===== src/rtl/routing_matrix_xf.sv =====
// Frame-sequenced NUM_IN x NUM_OUT routing matrix with per-destination Q1.7 gain and saturation.
// Optional per-destination crossfade on source change is enabled by defining ROUTING_XFADE_EN.
module routing_matrix_xf #(
    parameter int BITSIZE    = 16,
    parameter int NUM_IN     = 16,
    parameter int NUM_OUT    = 16,
    parameter int XFADE_BITS = 6,
    localparam int SELBITS   = $clog2(NUM_IN) + 1,
    localparam int OUTBITS   = $clog2(NUM_OUT)
) (
    input  logic                        clk,
    input  logic                        rst,
    input  logic                        sample_tick,
    input  logic [NUM_IN*BITSIZE-1:0]   in_flat,
    input  logic                        cfg_wr,
    input  logic [OUTBITS-1:0]          cfg_addr,
    input  logic [SELBITS-1:0]          cfg_sel,
    input  logic [7:0]                  cfg_gain,
    output logic [NUM_OUT*BITSIZE-1:0]  out_flat,
    output logic                        out_valid,
    output logic                        busy,
    output logic                        overrun
);

    localparam int CW = $clog2(NUM_OUT + 2);
    localparam int PW = BITSIZE + 10;

    typedef enum logic [1:0] {S_IDLE, S_RUN, S_DONE} state_t;

    state_t                    state_q, state_d;
    logic [CW-1:0]             cnt_q, cnt_d;
    logic                      busy_q, busy_d;
    logic                      valid_q, valid_d;
    logic                      ovr_q, ovr_d;
    logic signed [BITSIZE-1:0] snap_q [NUM_IN];
    logic signed [BITSIZE-1:0] snap_d [NUM_IN];
    logic signed [BITSIZE-1:0] out_q  [NUM_OUT];
    logic signed [BITSIZE-1:0] out_d  [NUM_OUT];
    logic [SELBITS-1:0]        sel_q  [NUM_OUT];
    logic [SELBITS-1:0]        sel_d  [NUM_OUT];
    logic [SELBITS-1:0]        psel_q [NUM_OUT];
    logic [SELBITS-1:0]        psel_d [NUM_OUT];
    logic [7:0]                gain_q [NUM_OUT];
    logic [7:0]                gain_d [NUM_OUT];
    logic [7:0]                pgain_q[NUM_OUT];
    logic [7:0]                pgain_d[NUM_OUT];
    logic                      p_vld_q, p_vld_d;
    logic [CW-1:0]             p_idx_q, p_idx_d;
    logic signed [BITSIZE-1:0] p_val_q, p_val_d;

`ifdef ROUTING_XFADE_EN
    localparam int MW = BITSIZE + XFADE_BITS + 2;
    localparam logic [XFADE_BITS:0] XF_N = {1'b1, {XFADE_BITS{1'b0}}};

    logic [SELBITS-1:0]        prev_q [NUM_OUT];
    logic [SELBITS-1:0]        prev_d [NUM_OUT];
    logic [XFADE_BITS:0]       k_q    [NUM_OUT];
    logic [XFADE_BITS:0]       k_d    [NUM_OUT];
    logic                      xf_q   [NUM_OUT];
    logic                      xf_d   [NUM_OUT];
    logic [SELBITS-1:0]        cur_prev;
    logic [XFADE_BITS:0]       cur_k;
    logic                      cur_xf;
    logic signed [MW-1:0]      old_w, new_w, kw, kinv, mix;
`endif

    logic [SELBITS-1:0]        cur_sel;
    logic [7:0]                cur_gain;
    logic signed [BITSIZE-1:0] src;
    logic signed [PW-1:0]      gw, prod, shp;
    logic signed [BITSIZE-1:0] sat_val;

    // Mute (sel >= NUM_IN) falls out naturally: no source index matches.
    function automatic logic signed [BITSIZE-1:0] pick(
        input logic [SELBITS-1:0]        s,
        input logic signed [BITSIZE-1:0] snap [NUM_IN]
    );
        logic signed [BITSIZE-1:0] r;
        r = '0;
        for (int i = 0; i < NUM_IN; i++)
            if (int'(s) == i) r = snap[i];
        return r;
    endfunction

    always_comb begin : datapath
        cur_sel  = '0;
        cur_gain = '0;
`ifdef ROUTING_XFADE_EN
        cur_prev = '0;
        cur_k    = '0;
        cur_xf   = 1'b0;
`endif
        for (int i = 0; i < NUM_OUT; i++) begin
            if (int'(cnt_q) == i) begin
                cur_sel  = sel_q[i];
                cur_gain = gain_q[i];
`ifdef ROUTING_XFADE_EN
                cur_prev = prev_q[i];
                cur_k    = k_q[i];
                cur_xf   = xf_q[i];
`endif
            end
        end
        src = pick(cur_sel, snap_q);
`ifdef ROUTING_XFADE_EN
        // Mix is a convex combination, so it always fits back into BITSIZE.
        old_w = MW'(pick(cur_prev, snap_q));
        new_w = MW'(src);
        kw    = MW'(cur_k);
        kinv  = MW'(XF_N - cur_k);
        mix   = old_w * kinv + new_w * kw;
        if (cur_xf) src = BITSIZE'(mix >>> XFADE_BITS);
`endif
        gw      = PW'({1'b0, cur_gain});
        prod    = PW'(src) * gw;
        shp     = prod >>> 7;
        sat_val = shp[BITSIZE-1:0];
        if (!shp[PW-1] && (|shp[PW-2:BITSIZE-1]))
            sat_val = {1'b0, {(BITSIZE-1){1'b1}}};
        else if (shp[PW-1] && !(&shp[PW-2:BITSIZE-1]))
            sat_val = {1'b1, {(BITSIZE-1){1'b0}}};
    end

    always_comb begin : next_state
        state_d = state_q;
        cnt_d   = cnt_q;
        busy_d  = busy_q;
        valid_d = 1'b0;
        ovr_d   = ovr_q;
        p_vld_d = 1'b0;
        p_idx_d = p_idx_q;
        p_val_d = p_val_q;
        for (int i = 0; i < NUM_IN; i++) snap_d[i] = snap_q[i];
        for (int i = 0; i < NUM_OUT; i++) begin
            out_d[i]   = out_q[i];
            sel_d[i]   = sel_q[i];
            gain_d[i]  = gain_q[i];
            psel_d[i]  = psel_q[i];
            pgain_d[i] = pgain_q[i];
`ifdef ROUTING_XFADE_EN
            prev_d[i]  = prev_q[i];
            k_d[i]     = k_q[i];
            xf_d[i]    = xf_q[i];
`endif
            // Out-of-range cfg_addr never matches a destination index.
            if (cfg_wr && int'(cfg_addr) == i) begin
                psel_d[i]  = cfg_sel;
                pgain_d[i] = cfg_gain;
            end
        end

        case (state_q)
            S_RUN: begin
                if (sample_tick) ovr_d = 1'b1;
                if (int'(cnt_q) < NUM_OUT) begin
                    p_vld_d = 1'b1;
                    p_idx_d = cnt_q;
                    p_val_d = sat_val;
                end
                for (int i = 0; i < NUM_OUT; i++)
                    if (p_vld_q && int'(p_idx_q) == i) out_d[i] = p_val_q;
                cnt_d = cnt_q + 1'b1;
                if (int'(cnt_q) == NUM_OUT + 1) begin
                    state_d = S_DONE;
                    busy_d  = 1'b0;
                    valid_d = 1'b1;
                end
            end
            default: begin
                if (state_q == S_DONE) state_d = S_IDLE;
                if (sample_tick) begin
                    state_d = S_RUN;
                    busy_d  = 1'b1;
                    cnt_d   = '0;
                    for (int i = 0; i < NUM_IN; i++)
                        snap_d[i] = in_flat[i*BITSIZE +: BITSIZE];
                    for (int i = 0; i < NUM_OUT; i++) begin
                        sel_d[i]  = psel_d[i];
                        gain_d[i] = pgain_d[i];
`ifdef ROUTING_XFADE_EN
                        if (psel_d[i] != sel_q[i]) begin
                            prev_d[i] = sel_q[i];
                            k_d[i]    = {{XFADE_BITS{1'b0}}, 1'b1};
                            xf_d[i]   = 1'b1;
                        end else if (xf_q[i]) begin
                            if (k_q[i] == XF_N) xf_d[i] = 1'b0;
                            else                k_d[i]  = k_q[i] + 1'b1;
                        end
`endif
                    end
                end
            end
        endcase
    end

    always_ff @(posedge clk) begin
        if (rst) begin
            state_q <= S_IDLE;
            cnt_q   <= '0;
            busy_q  <= 1'b0;
            valid_q <= 1'b0;
            ovr_q   <= 1'b0;
            p_vld_q <= 1'b0;
            p_idx_q <= '0;
            p_val_q <= '0;
            for (int i = 0; i < NUM_IN; i++) snap_q[i] <= '0;
            for (int i = 0; i < NUM_OUT; i++) begin
                out_q[i]   <= '0;
                sel_q[i]   <= '0;
                psel_q[i]  <= '0;
                gain_q[i]  <= 8'h80;
                pgain_q[i] <= 8'h80;
`ifdef ROUTING_XFADE_EN
                prev_q[i]  <= '0;
                k_q[i]     <= '0;
                xf_q[i]    <= 1'b0;
`endif
            end
        end else begin
            state_q <= state_d;
            cnt_q   <= cnt_d;
            busy_q  <= busy_d;
            valid_q <= valid_d;
            ovr_q   <= ovr_d;
            p_vld_q <= p_vld_d;
            p_idx_q <= p_idx_d;
            p_val_q <= p_val_d;
            for (int i = 0; i < NUM_IN; i++) snap_q[i] <= snap_d[i];
            for (int i = 0; i < NUM_OUT; i++) begin
                out_q[i]   <= out_d[i];
                sel_q[i]   <= sel_d[i];
                psel_q[i]  <= psel_d[i];
                gain_q[i]  <= gain_d[i];
                pgain_q[i] <= pgain_d[i];
`ifdef ROUTING_XFADE_EN
                prev_q[i]  <= prev_d[i];
                k_q[i]     <= k_d[i];
                xf_q[i]    <= xf_d[i];
`endif
            end
        end
    end

    for (genvar g = 0; g < NUM_OUT; g++) begin : g_out
        assign out_flat[g*BITSIZE +: BITSIZE] = out_q[g];
    end

    assign out_valid = valid_q;
    assign busy      = busy_q;
    assign overrun   = ovr_q;

endmodule


===== config.mk =====
export PLATFORM = sky130hd
export DESIGN_NAME = routing_matrix_xf
export DESIGN_NICKNAME = d
export VERILOG_FILES = /design/src/rtl/routing_matrix_xf.sv
export SDC_FILE = /design/constraint.sdc
export NUM_CORES = 2
export LEC_CHECK = 0
export CAP_MARGIN = 20
export CORE_ASPECT_RATIO = 1.5
export CORE_MARGIN = 4
export CORE_UTILIZATION = 50
export CTS_BUF_LIST = sky130_fd_sc_hd__clkbuf_8 sky130_fd_sc_hd__clkbuf_16
export DETAILED_ROUTE_END_ITERATION = 8
export GPL_TIMING_DRIVEN = 0
export PLACE_DENSITY = 0.76
export SLEW_MARGIN = 20
export SYNTH_ARGS = -nofsm -noshare
export SYNTH_HDL_FRONTEND = slang
export SYNTH_SLANG_ARGS = --single-unit

===== constraint.sdc =====
create_clock -name clk -period 8.6 [get_ports clk]
set_input_delay 1.72 -clock clk [delete_from_list [all_inputs] [get_ports clk]]
set_output_delay 1.72 -clock clk [all_outputs]
set_load 0.01 [all_outputs]

==> flow_metrics.env <==
export IMPL_status="complete, but fails checks"
export IMPL_violations="setup timing"
export IMPL_irDropWorstVdd_uv=187.9
export IMPL_yosysSeqAreaShare_pct=46.33
export IMPL_tightest_slew_ns=1.194
export IMPL_fp_dieArea_um2=87730
export IMPL_grt_pass1_wl_um=251100
export IMPL_cts_tree="built"
export IMPL_grt_pass1_vias=39900
export IMPL_syn_nets=5546
export IMPL_final_hold_viol_count=0
export IMPL_synthCells=5117
export IMPL_ys_warnings_count=0
export IMPL_gp_congestion=1.030
export IMPL_required_ns=9.11
export IMPL_initial_core_util_pct=50.39
export IMPL_max_cap_violations=0
export IMPL_slew_viol_final=0
export IMPL_holdWs_ns=0.4524
export IMPL_grt_usage_pct=37.95
export IMPL_startpoint_type="register"
export IMPL_finClkSkew_ns=0.04024
export IMPL_hp_class="reg -> reg"
export IMPL_critPathMostFrequentCell="fa_1"
export IMPL_core_area_um2=82320
export IMPL_arrival_ns=9.44
export IMPL_cts_sinks=960
export IMPL_hold_depth=2
export IMPL_min_to="snap_q[133]$_SDFFE_PP0P_"
export IMPL_maxSlewHeadroom_pct=20.37
export IMPL_clock_latency_ns=0.69
export IMPL_cts_htree_levels=3
export IMPL_p_clk_share_pct=37.5
export IMPL_drc_errors=0
export IMPL_cp_max_fo=6
export IMPL_period_share_pct=103.9
export IMPL_p_leak_nw=20.50
export IMPL_setup_viol=16
export IMPL_layoutNonFillerInstCount=6953
export IMPL_yosysTopAreaCell="dfxtp_1"
export IMPL_synth_area_top_cells="dfxtp_1 46%, nand2_1 14%, a21oi_1 9.7%"
export IMPL_rrSetupSlack_ns=-0.34
export IMPL_dp_cells=6687
export IMPL_cts_root_buf="clkbuf_16"
export IMPL_numCtsBuffers=87
export IMPL_firstDrtPassIters=8
export IMPL_dpl_hpwl_um=136700
export IMPL_path_clk_slew_ns=0.07
export IMPL_final_core_util_pct=64.97
export IMPL_end_kind="register"
export IMPL_cts_buffer_depth=3
export IMPL_power_density_nw_per_um2=196.1
export IMPL_drt_iter0_drc=3782
export IMPL_rsz0062_at_grt="true"
export IMPL_r2r_start="cnt_q[1]$_SDFFE_PP0P_"
export IMPL_synth_commonest_cells="1560 x nand2_1, 960 x dfxtp_1, 802 x a21oi_1"
export IMPL_die_w_um=243.2
export IMPL_vias=41100
export IMPL_die_h_um=360.8
export IMPL_r2r_end="p_val_q[9]$_SDFFE_PP0P_"
export IMPL_yosys_area_top_type_share_pct=46.33
export IMPL_slowest_stage="or4_4"
export IMPL_avgSynthCellArea_um2=8.106
export IMPL_period_minus_slack_ns=8.935
export IMPL_power_switching_mw=3.021
export IMPL_ys_flop_type="dfxtp_1"
export IMPL_routed_wl_um=176300
export IMPL_fin_tns_setup_ns=-4.590
export IMPL_antenna_found_initial=13
export IMPL_ant_nets=0
export IMPL_fmax_mhz=111.9
export IMPL_r2r_cells=40
export IMPL_drive_gt1_share_pct=9.248
export IMPL_ys_seq_elements=960
export IMPL_area_delta_synth_final_pct=28.93
export IMPL_nets=6261
export IMPL_yosysMostFrequentCell="nand2_1"
export IMPL_p_int_mw=7.464
export IMPL_worst_slack_ns=-0.3354
export IMPL_power_total_mw=10.49
export IMPL_drt_wirelength_per_cell_um=25.35
export IMPL_numPortBuffers=521
export IMPL_synth_distinct_cells=94
export IMPL_power_frac_comb_pct=17.5
export IMPL_netlist_area_um2=41480
export IMPL_cp_slowest_stage_delay_ns=0.63
export IMPL_pwr_share_seq_pct=45.0
export IMPL_grt_max_degree=16
export IMPL_grt_overflow_total=0
export IMPL_pin_count=536
export IMPL_synth_edff_count=0
export IMPL_ys_async_sr_fraction_pct=0
export IMPL_hold_start="snap_q[133]$_SDFFE_PP0P_"
export IMPL_std_cell_rows=129
export IMPL_via_per_inst=5.912
export IMPL_p_sw_share_pct=28.81
export IMPL_critical_path_class="reg -> reg"
-- critical path, delay by kind of cell (launching register included) --
kind,cells,cell delay (ns)
AOI/OAI and AO/OA,14,2.83
adders and majority gates,7,2.49
and+or+nand+nor,10,1.86
buffers and inverters,8,0.91
DFF,1,0.38
muxes,1,0.25
-- layout by cell type (no fill, tap or decap), types with 15 or more instances in the layout --
master	Yosys	routed
dfxtp_1	960	957
a211oi_2	14	21
nand3_1	33	29
o211ai_1	21	21
o21ai_0	54	41
a222oi_1	19	19
clkbuf_16	0	91
mux2i_1	39	31
inv_1	181	192
a221oi_1	35	15
buf_4	6	99
nand2b_1	50	47
a21oi_1	802	784
a22oi_1	32	28
fa_1	101	98
nor3_1	34	24
a221oi_2	2	20
ha_1	51	37
nand3b_1	28	28
buf_6	2	17
a22o_1	19	19
a21o_1	16	16
clkbuf_1	351	313
nor2_1	205	194
o22a_1	182	179
clkdlybuf4s50_1	0	521
nand2_1	1560	1548
clkbuf_8	0	20
nor2b_1	42	40
-- worst max-delay path by stage --
| stage | start | end | slack (ns) | depth (start not counted) |
|---|---|---|---|---|
| 4_1_cts | cnt_q[1]$_SDFFE_PP0P_ | p_val_q[9]$_SDFFE_PP0P_ | -0.37 | 36 |
| 2_1_floorplan | cnt_q[0]$_SDFFE_PP0P_ | p_val_q[4]$_SDFFE_PP0P_ | 0.04 | 41 |
| 6_report | cnt_q[1]$_SDFFE_PP0P_ | p_val_q[9]$_SDFFE_PP0P_ | -0.34 | 40 |
| 3_3_place_gp | cnt_q[0]$_SDFFE_PP0P_ | p_val_q[11]$_SDFFE_PP0P_ | -3.31 | 37 |
| 3_5_place_dp | cnt_q[0]$_SDFFE_PP0P_ | p_val_q[9]$_SDFFE_PP0P_ | -3.32 | 37 |
| 5_1_grt | cnt_q[3]$_SDFFE_PP0P_ | p_val_q[1]$_SDFFE_PP0P_ | -0.48 | 40 |
-- power by group through the flow --
stage,clock network (mW),registers [mW],logic (mW)
finish,3.94,4.72,1.83
global placement,0,4.80,1.50
floorplan,0,4.77,0.898
detailed placement,0,4.81,1.53
global route,4.11,4.73,1.93
CTS,3.93,4.71,1.72
-- what timing repair did --
action                                  4_1_cts  5_1_grt
pin swaps                                    63       85
cloned                                        3        1
hold buffers                                  0        0
setup buffers                                69       38
endpoints found under the setup margin       16       16
resized for setup                           273      121
-- logic make-up after synthesis --
logic type / after synthesis / synth area share [%]
AO/OA/AOI/OAI: 1303 / 19.61
XOR/XNOR: 21 / 0.4434
adder cells (fa/ha/maj): 152 / 6.413
buffers and inverters: 577 / 5.372
flip-flops: 960 / 46.33
multiplexers: 42 / 1.023
AND/OR/NAND/NOR: 2062 / 20.81
-- registers in the layout, indices dropped and copies added (netlist names) --
signal / flops
snap_q: 256
p_val_q: 16
out_q: 256
busy: 1
pgain_q: 128
p_idx_q: 5
overrun: 1
cnt_q: 5
psel_q: 80
sel_q: 80
gain_q: 128
state_q: 2
p_vld_q: 1
out_valid: 1
-- stage by stage --
step / instance area (um^2) / setup slack (ns)
6_report: 53480 / -0.3354
3_3_place_gp: 48040 / -3.308
3_5_place_dp: 48080 / -3.321
2_1_floorplan: 41510 / 0.03708
5_1_grt: 53470 / -0.4808
4_1_cts: 52670 / -0.3683
-- per-layer routing --
metal / up-vias / GRT usage (%) / routed length, um
li1: 18600 / - / -
met4: 6 / 35.71 / 20530
met2: 2314 / 64.03 / 82620
met5: - / 0 / 34
met3: 800 / 7.261 / 14960
met1: 19380 / 39.47 / 58120
-- final cells by class --
cell class                 instances  area [um^2]
antenna                           12        30.03
buffer                           388         1884
clock buffer                     103         2420
clock inverter                    47        410.4
fill                            7190        28840
inverter                         182        688.2
multi-input combinational       3580        21310
sequential                       960        19230
tap                             1048         1311
timing repair buffer             633         6200
(Power assumes the default switching activity.)
